$ cat config.mk
export PLATFORM = sky130hd
export DESIGN_NAME = hawk_phase_sequencer
export DESIGN_NICKNAME = d
export VERILOG_FILES = /design/src/rtl/hawk_phase_sequencer.sv
export SDC_FILE = /design/constraint.sdc
export NUM_CORES = 1
export LEC_CHECK = 0
export BUFFER_PORTS_ARGS = -buffer_cell sky130_fd_sc_hd__buf_4
export CORE_MARGIN = 5
export CORE_UTILIZATION = 65
export CTS_CLUSTER_SIZE = 16
export DETAILED_ROUTE_END_ITERATION = 8
export PLACE_DENSITY_LB_ADDON = 0.15
export REMOVE_ABC_BUFFERS = 1
export SYNTH_ARGS = -nofsm -noshare
export SYNTH_HDL_FRONTEND = slang
export SYNTH_SLANG_ARGS = --single-unit
$ cat constraint.sdc
create_clock -name clk -period 4.57 [get_ports clk]
set_clock_uncertainty 0.15 [all_clocks]
set_input_delay 0.6855 -clock clk [delete_from_list [all_inputs] [get_ports clk]]
set_output_delay 0.6855 -clock clk [all_outputs]
set_load 0.01 [all_outputs]
$ cat src/rtl/hawk_phase_sequencer.sv
// HAWK pedestrian beacon sequencer with its own tick prescaler and phase timer.
// Define HAWK_COUNTDOWN_EN to add the ped_count clearance countdown output.
module hawk_phase_sequencer #(
    parameter int TICK_DIV   = 25000000,
    parameter int T_FLASH_Y  = 8,
    parameter int T_STEADY_Y = 8,
    parameter int T_WALK     = 14,
    parameter int T_CLEAR    = 30,
    parameter int T_LOCKOUT  = 20,
    parameter int TW         = 8
) (
    input  logic          clk,
    input  logic          reset,
    input  logic          enable,
    input  logic          ped_call,
    output logic          bcn_yel,
    output logic          bcn_red_l,
    output logic          bcn_red_r,
    output logic          walk,
    output logic          dnw,
    output logic          call_pending,
    output logic [2:0]    state
`ifdef HAWK_COUNTDOWN_EN
    ,
    output logic [TW-1:0] ped_count
`endif
);

    localparam int PW = $clog2(TICK_DIV);

    localparam logic [PW-1:0] PRESC_MAX = PW'(TICK_DIV - 1);

    localparam logic [TW-1:0] LD_FLASH_Y  = TW'(T_FLASH_Y - 1);
    localparam logic [TW-1:0] LD_STEADY_Y = TW'(T_STEADY_Y - 1);
    localparam logic [TW-1:0] LD_WALK     = TW'(T_WALK - 1);
    localparam logic [TW-1:0] LD_CLEAR    = TW'(T_CLEAR - 1);
    localparam logic [TW-1:0] LD_LOCKOUT  = TW'(T_LOCKOUT - 1);

    typedef enum logic [2:0] {
        S_DARK     = 3'd0,
        S_FLASH_Y  = 3'd1,
        S_STEADY_Y = 3'd2,
        S_WALK     = 3'd3,
        S_CLEAR    = 3'd4,
        S_LOCKOUT  = 3'd5
    } state_e;

    state_e        state_q, state_d;
    logic [PW-1:0] presc_q, presc_d;
    logic [TW-1:0] timer_q, timer_d;
    logic          flash_q, flash_d;
    logic          call_q, call_d;

    logic tick;
    logic expire;

    always_ff @(posedge clk) begin
        if (reset) begin
            state_q <= S_DARK;
            presc_q <= '0;
            timer_q <= '0;
            flash_q <= 1'b0;
            call_q  <= 1'b0;
        end else begin
            state_q <= state_d;
            presc_q <= presc_d;
            timer_q <= timer_d;
            flash_q <= flash_d;
            call_q  <= call_d;
        end
    end

    always_comb begin
        tick    = (presc_q == PRESC_MAX);
        expire  = tick && (timer_q == '0);
        state_d = state_q;
        presc_d = tick ? '0 : presc_q + 1'b1;
        timer_d = tick ? timer_q - 1'b1 : timer_q;
        flash_d = flash_q;
        call_d  = call_q | (ped_call && (state_q != S_WALK));

        case (state_q)
            S_DARK: begin
                timer_d = timer_q;
                // Entering FLASH_Y consumes the call, even if ped_call is still high.
                if (call_q) begin
                    state_d = S_FLASH_Y;
                    presc_d = '0;
                    timer_d = LD_FLASH_Y;
                    flash_d = 1'b0;
                    call_d  = 1'b0;
                end
            end
            S_FLASH_Y: begin
                if (tick) flash_d = ~flash_q;
                if (expire) begin
                    state_d = S_STEADY_Y;
                    presc_d = '0;
                    timer_d = LD_STEADY_Y;
                end
            end
            S_STEADY_Y: begin
                if (expire) begin
                    state_d = S_WALK;
                    presc_d = '0;
                    timer_d = LD_WALK;
                end
            end
            S_WALK: begin
                if (expire) begin
                    state_d = S_CLEAR;
                    presc_d = '0;
                    timer_d = LD_CLEAR;
                    flash_d = 1'b0;
                end
            end
            S_CLEAR: begin
                if (tick) flash_d = ~flash_q;
                if (expire) begin
                    state_d = S_LOCKOUT;
                    presc_d = '0;
                    timer_d = LD_LOCKOUT;
                end
            end
            S_LOCKOUT: begin
                if (expire) begin
                    state_d = S_DARK;
                    presc_d = '0;
                    timer_d = '0;
                end
            end
            default: begin
                state_d = S_DARK;
                presc_d = '0;
                timer_d = '0;
                flash_d = 1'b0;
                call_d  = call_q;
            end
        endcase

        // Maintenance mode behaves exactly like a held reset.
        if (!enable) begin
            state_d = S_DARK;
            presc_d = '0;
            timer_d = '0;
            flash_d = 1'b0;
            call_d  = 1'b0;
        end
    end

    always_comb begin
        bcn_yel   = 1'b0;
        bcn_red_l = 1'b0;
        bcn_red_r = 1'b0;
        walk      = 1'b0;
        dnw       = 1'b1;
        case (state_q)
            S_FLASH_Y: begin
                bcn_yel = ~flash_q;
            end
            S_STEADY_Y: begin
                bcn_yel = 1'b1;
            end
            S_WALK: begin
                bcn_red_l = 1'b1;
                bcn_red_r = 1'b1;
                walk      = 1'b1;
                dnw       = 1'b0;
            end
            S_CLEAR: begin
                bcn_red_l = ~flash_q;
                bcn_red_r = flash_q;
                dnw       = ~flash_q;
            end
            default: begin
            end
        endcase
    end

    assign state        = state_q;
    assign call_pending = call_q;

`ifdef HAWK_COUNTDOWN_EN
    assign ped_count = (state_q == S_CLEAR) ? timer_q + 1'b1 : '0;
`endif

    a_yel_red : assert property (@(posedge clk)
        !(bcn_yel && (bcn_red_l || bcn_red_r)));
    a_walk_dnw : assert property (@(posedge clk) !(walk && dnw));
    a_clear_one_red : assert property (@(posedge clk)
        (state_q == S_CLEAR) |-> !(bcn_red_l && bcn_red_r));

endmodule

# Yosys cells after proc, flatten, opt, wreduce, memory -nomap -nowiden
# Index checks and enable logic that the tools add are counted.
# totals
regBits	38
inputBits	4
out_inout_bits	9
elab_cells	66
# op_classes
n_addsub	2
n_eq_ne	14
muxes	30
bitwise	4
reduce_logical	11
# op_table
op	count
$mux W25	3
$mux W8	7
$pmux W25 S2	1
$pmux W8 S6	1
$add A25 B1 Y25 const B	1
$eq A25 B25 Y1 const B	1
$mux W3	6
$pmux W3 S6	1
$ne A2 B2 Y1 const B	6
$pmux W1 S2	5
$logic_not A8 Y1	1
$sub A8 B1 Y8 const B	1
$eq A3 B2 Y1 const B	2
$eq A3 B3 Y1 const B	2
$reduce_and A6 Y1	1
$reduce_or A2 Y1	3
$mux W1	5
$reduce_or A5 Y1	1
$pmux W1 S4	1
$reduce_and A4 Y1	1
$eq A3 B1 Y1 const B	1
$logic_not A3 Y1	1
$ne A3 B2 Y1 const B	1
$not A1 Y1	3
4 further kinds	5

# Logic depth before layout (Yosys ltp)
# logic_depth
word_depth	5
ltp_mapped	8

# Worst setup path before layout
# Ideal clock, no wire load.
# synth_timing
kind	register -> output
startpoint	register state_q[2] (netlist: state[2])
endpoint	output bcn_red_r
t_arrival_ns	1.541
required_ns	3.734
setup_slack_ns	2.193
path_stages_with_launch	6
path_cell_list	dfxtp_1 buf_1 buf_1 nor2_1 a31oi_1 inv_1
# synth_between
elab_chain_cells	2
word_cells_on_any_way	3
# synth_rtl
item	line_no	rtl
from (decl)	48	state_e state_q, state_d;
from (signal assigned)	65	state_q <= state_d;
$eq A3 B3 Y1 / $eq A3 B2 Y1 (equally long branches)	157	case (state_q)
$pmux W1 S2 (*)	157	
to (decl)	18	output logic bcn_red_r,
# Every way passes the cells marked *; elsewhere a longest branch is shown, timed or not.

# Final worst setup path
# layout_timing
startpoint	register state_q[1] (netlist: state[1])
endpoint	output bcn_red_r
# The elaborated chain is that of the path after synthesis.

==> flow_summary_export.csv <==
group,metric,value,unit
yosys,yosys_most_used_dff,"dfxtp_1",
drt,viasPerCell,5.90,
sta,rsz0062_at_grt,"false",
setup_path,path_class,"reg -> out",
placed_design,dp.final_hpwl,3.11,mm
yosys,synth_area,2220,µm²
sta,final.setup.tns,0,ps
placed_design,dp_cells,317,
global_routing,grt_pass1_vias,1763,
cts,clock-root-buffer,"clkbuf_4",
flow_run,cap_violations,0,
sta,tightest_slew,734,ps
cts,clk_pin_slew,120,ps
yosys,yosys.area.top_type,"dfxtp_1",
yosys,yosysSeqAreaShare,34.2,%
sta,report.final.hold_viol_count,0,
drt,wl_per_cell,13.4,µm
yosys,ys_async_sr_fraction,0,%
power_and_ir_drop,pwr_density_cell,239,nW/µm²
sta,finalMaxSlewViolations,0,
power_and_ir_drop,ir_drop,0.189,mV
sta,maxSlewHeadroom,51.0,%
yosys,synth_seq_cells,38,
cts,cts_sinks,38,
floorplan,die_x,68.5,µm
floorplan,coreArea,3310,µm²
cts,post_cts_resized,0,
yosys,yosysMostFrequentCell,"nor2_1",
drt,vias,1918,
yosys,synth_edf_count,0,
yosys,ys.warnings.count,0,
global_routing,overflow,0,
cells_and_area,final-instance-count-excl-fill,325,
sta,finalCritPeriodShare,56.7,%
cts,htreeDepth,2,
global_routing,grt_first_pass_wirelength,7.53,mm
drt,drtIter0Drc,225,
placed_design,place_congestion,0.925,
yosys,synth_top_family_by_area,"simple AND/OR/NAND/NOR gates",
cells_and_area,layout-drive-gt1-share,11.8,%
drt,drtPass1Iterations,5,
setup_path,required,3730,ps
cts,post_cts_buffers,0,
power_and_ir_drop,combPwrFrac,6.5,%
sta,setup_viol,0,
floorplan,placementRows,21,
global_routing,track_usage,21.0,%
cells_and_area,diodes,0,
global_routing,antenna_found_initial,0,
power_and_ir_drop,seqPwrFrac,60.5,%
yosys,netlist_top_cells_count,"45 x nor2_1, 38 x dfxtp_1, 22 x nand2_1, 19 x xnor2_1, 13 x nand3_1",
floorplan,dieArea,4690,µm²
drt,drc,0,
sta,period_minus_slack,2590,ps
yosys,synth_compound_area_share,14.2,%
yosys,synth_cells,272,
power_and_ir_drop,p_sw_share,24.3,%
cells_and_area,fillers,306,
drt,wl,4.35,mm
worst_hold_path,hp-class,"reg -> reg",
setup_path,start_kind,"flip-flop",
drt,antenna_left,0,
cells_and_area,multiInputGateArea,1320,µm²
yosys,synthMuxAreaShare,1.35,%
setup_path,crit_arrival,1760,ps
yosys,synth-xor-area-share,9.85,%
cts,numCtsBuffers,5,
sta,max_freq,0.386,GHz
power_and_ir_drop,switchingPower,135,µW
cells_and_area,layout.nets,285,
setup_path,worstPathMaxFanout,17,
power_and_ir_drop,p_leak,0.806,nW
cts,cts_tree,"done",
cts,ctsHoldBuffers,0,
yosys,synth-simple-area-share,32.2,%
placed_design,port_buffers,12,
power_and_ir_drop,p_int,421,µW
cells_and_area,seqCellArea,761,µm²
floorplan,pin_count,13,
yosys,yosysUniqueCellTypes,53,
yosys,synth_fa_ha_area_share,1.69,%
cells_and_area,area_delta_synth_final,4.90,%
cts,clk_latency,350,ps
floorplan,initial_core_util,67.1,%
outcome,outcome,"complete, no violations",
setup_path,cp-end-kind,"output pin",
global_routing,grt_max_degree,26,
cts,clockBufferDepth,2,
yosys,avgSynthCellArea,8.17,µm²
yosys,synth_top_cells_by_area,"dfxtp_1 34%, nor2_1 7.6%, xnor2_1 7.5%",
yosys,synth.top_cell.area_share,34.2,%
power_and_ir_drop,clockPowerShare,33.0,%
floorplan,die_h,68.5,µm
## critical path, cell delays in order, from the launching register on
cell     delay (ps)
dfxtp_1         710
nor2_1          230
a31oi_1         260
inv_1            60
buf_4           140
## power groups by stage
stage | Combinational, mW | Clock [mW] | Sequential, mW
floorplan | 0.0255 | 0 | 0.344
global placement | 0.0356 | 0 | 0.344
global route | 0.0401 | 0.208 | 0.338
CTS | 0.0357 | 0.191 | 0.337
detailed placement | 0.0355 | 0 | 0.344
finish | 0.0359 | 0.184 | 0.337
## cells in the final DEF, fill, tap and decap left out, drive strengths merged, types with 2 or more instances in the layout
master	instances
ha	3
a21o	3
nand3	13
o2111ai	2
or3	4
a311oi	3
a22oi	2
dfxtp	38
clkbuf	7
nor3b	2
and3	3
buf	12
nor2	46
a31oi	7
nor4	9
xnor2	19
a21oi	8
nand4	7
nor2b	2
nor3	12
and4	4
mux2i	3
nand2	22
and2	2
inv	12
xor2	6
o21ai	12
## routing by layer
layer  global-route usage [%]  wire [µm]  up-vias
met1                     24.8       1960      880
met3                     3.61        226        8
met2                     36.0       2090       58
met4                     10.4         78        0
li1                         -          -      972
met5                        0          0        -
## metrics by stage
step	hold slack [ps]	utilization (%)	area, µm²	worst slack, ps	total power [mW]
after global routing	378	70.4	2330	1710	0.585
after detailed placement	322	68.6	2270	2000	0.380
after CTS	347	70.4	2330	1990	0.563
after global placement	319	68.6	2270	2120	0.380
final	340	70.4	2330	1980	0.556
after floorplan	301	-	2120	2410	0.369
## sequential cells by signal (all words and copies together), names as in the netlist
name and count:
state 3, timer_q 8, call_pending 1, flash_q 1
presc_q 25
## layout make-up
| type | count | share of cell area (%) |
|---|---|---|
| clock buffer | 7 | 2.36 |
| timing repair buffer | 12 | 3.86 |
| sequential | 38 | 32.6 |
| multi-input combinational | 209 | 56.5 |
| tap | 46 | 2.47 |
| inverter | 12 | 1.93 |
| clock inverter | 1 | 0.215 |
## worst paths after layout
path / cells past startpoint / slack, ps / start / endpoint
setup / recovery: 4 / 1980 / state[1] / bcn_red_r
setup reg to reg: 5 / 2010 / presc_q[11] / presc_q[15]
hold reg to reg: 1 / 340 / presc_q[0] / presc_q[0]
hold / removal: 1 / 340 / presc_q[0] / presc_q[0]
## cell families (layout without fill, tap and decap cells)
kind of cell	Yosys count	after routing
fa+ha+maj	3	3
mux	3	3
simple gates	132	132
xor+xnor	25	25
compound gates	46	46
flops	38	38
buf+inv	25	32
Power figures use the tool's default switching activity.
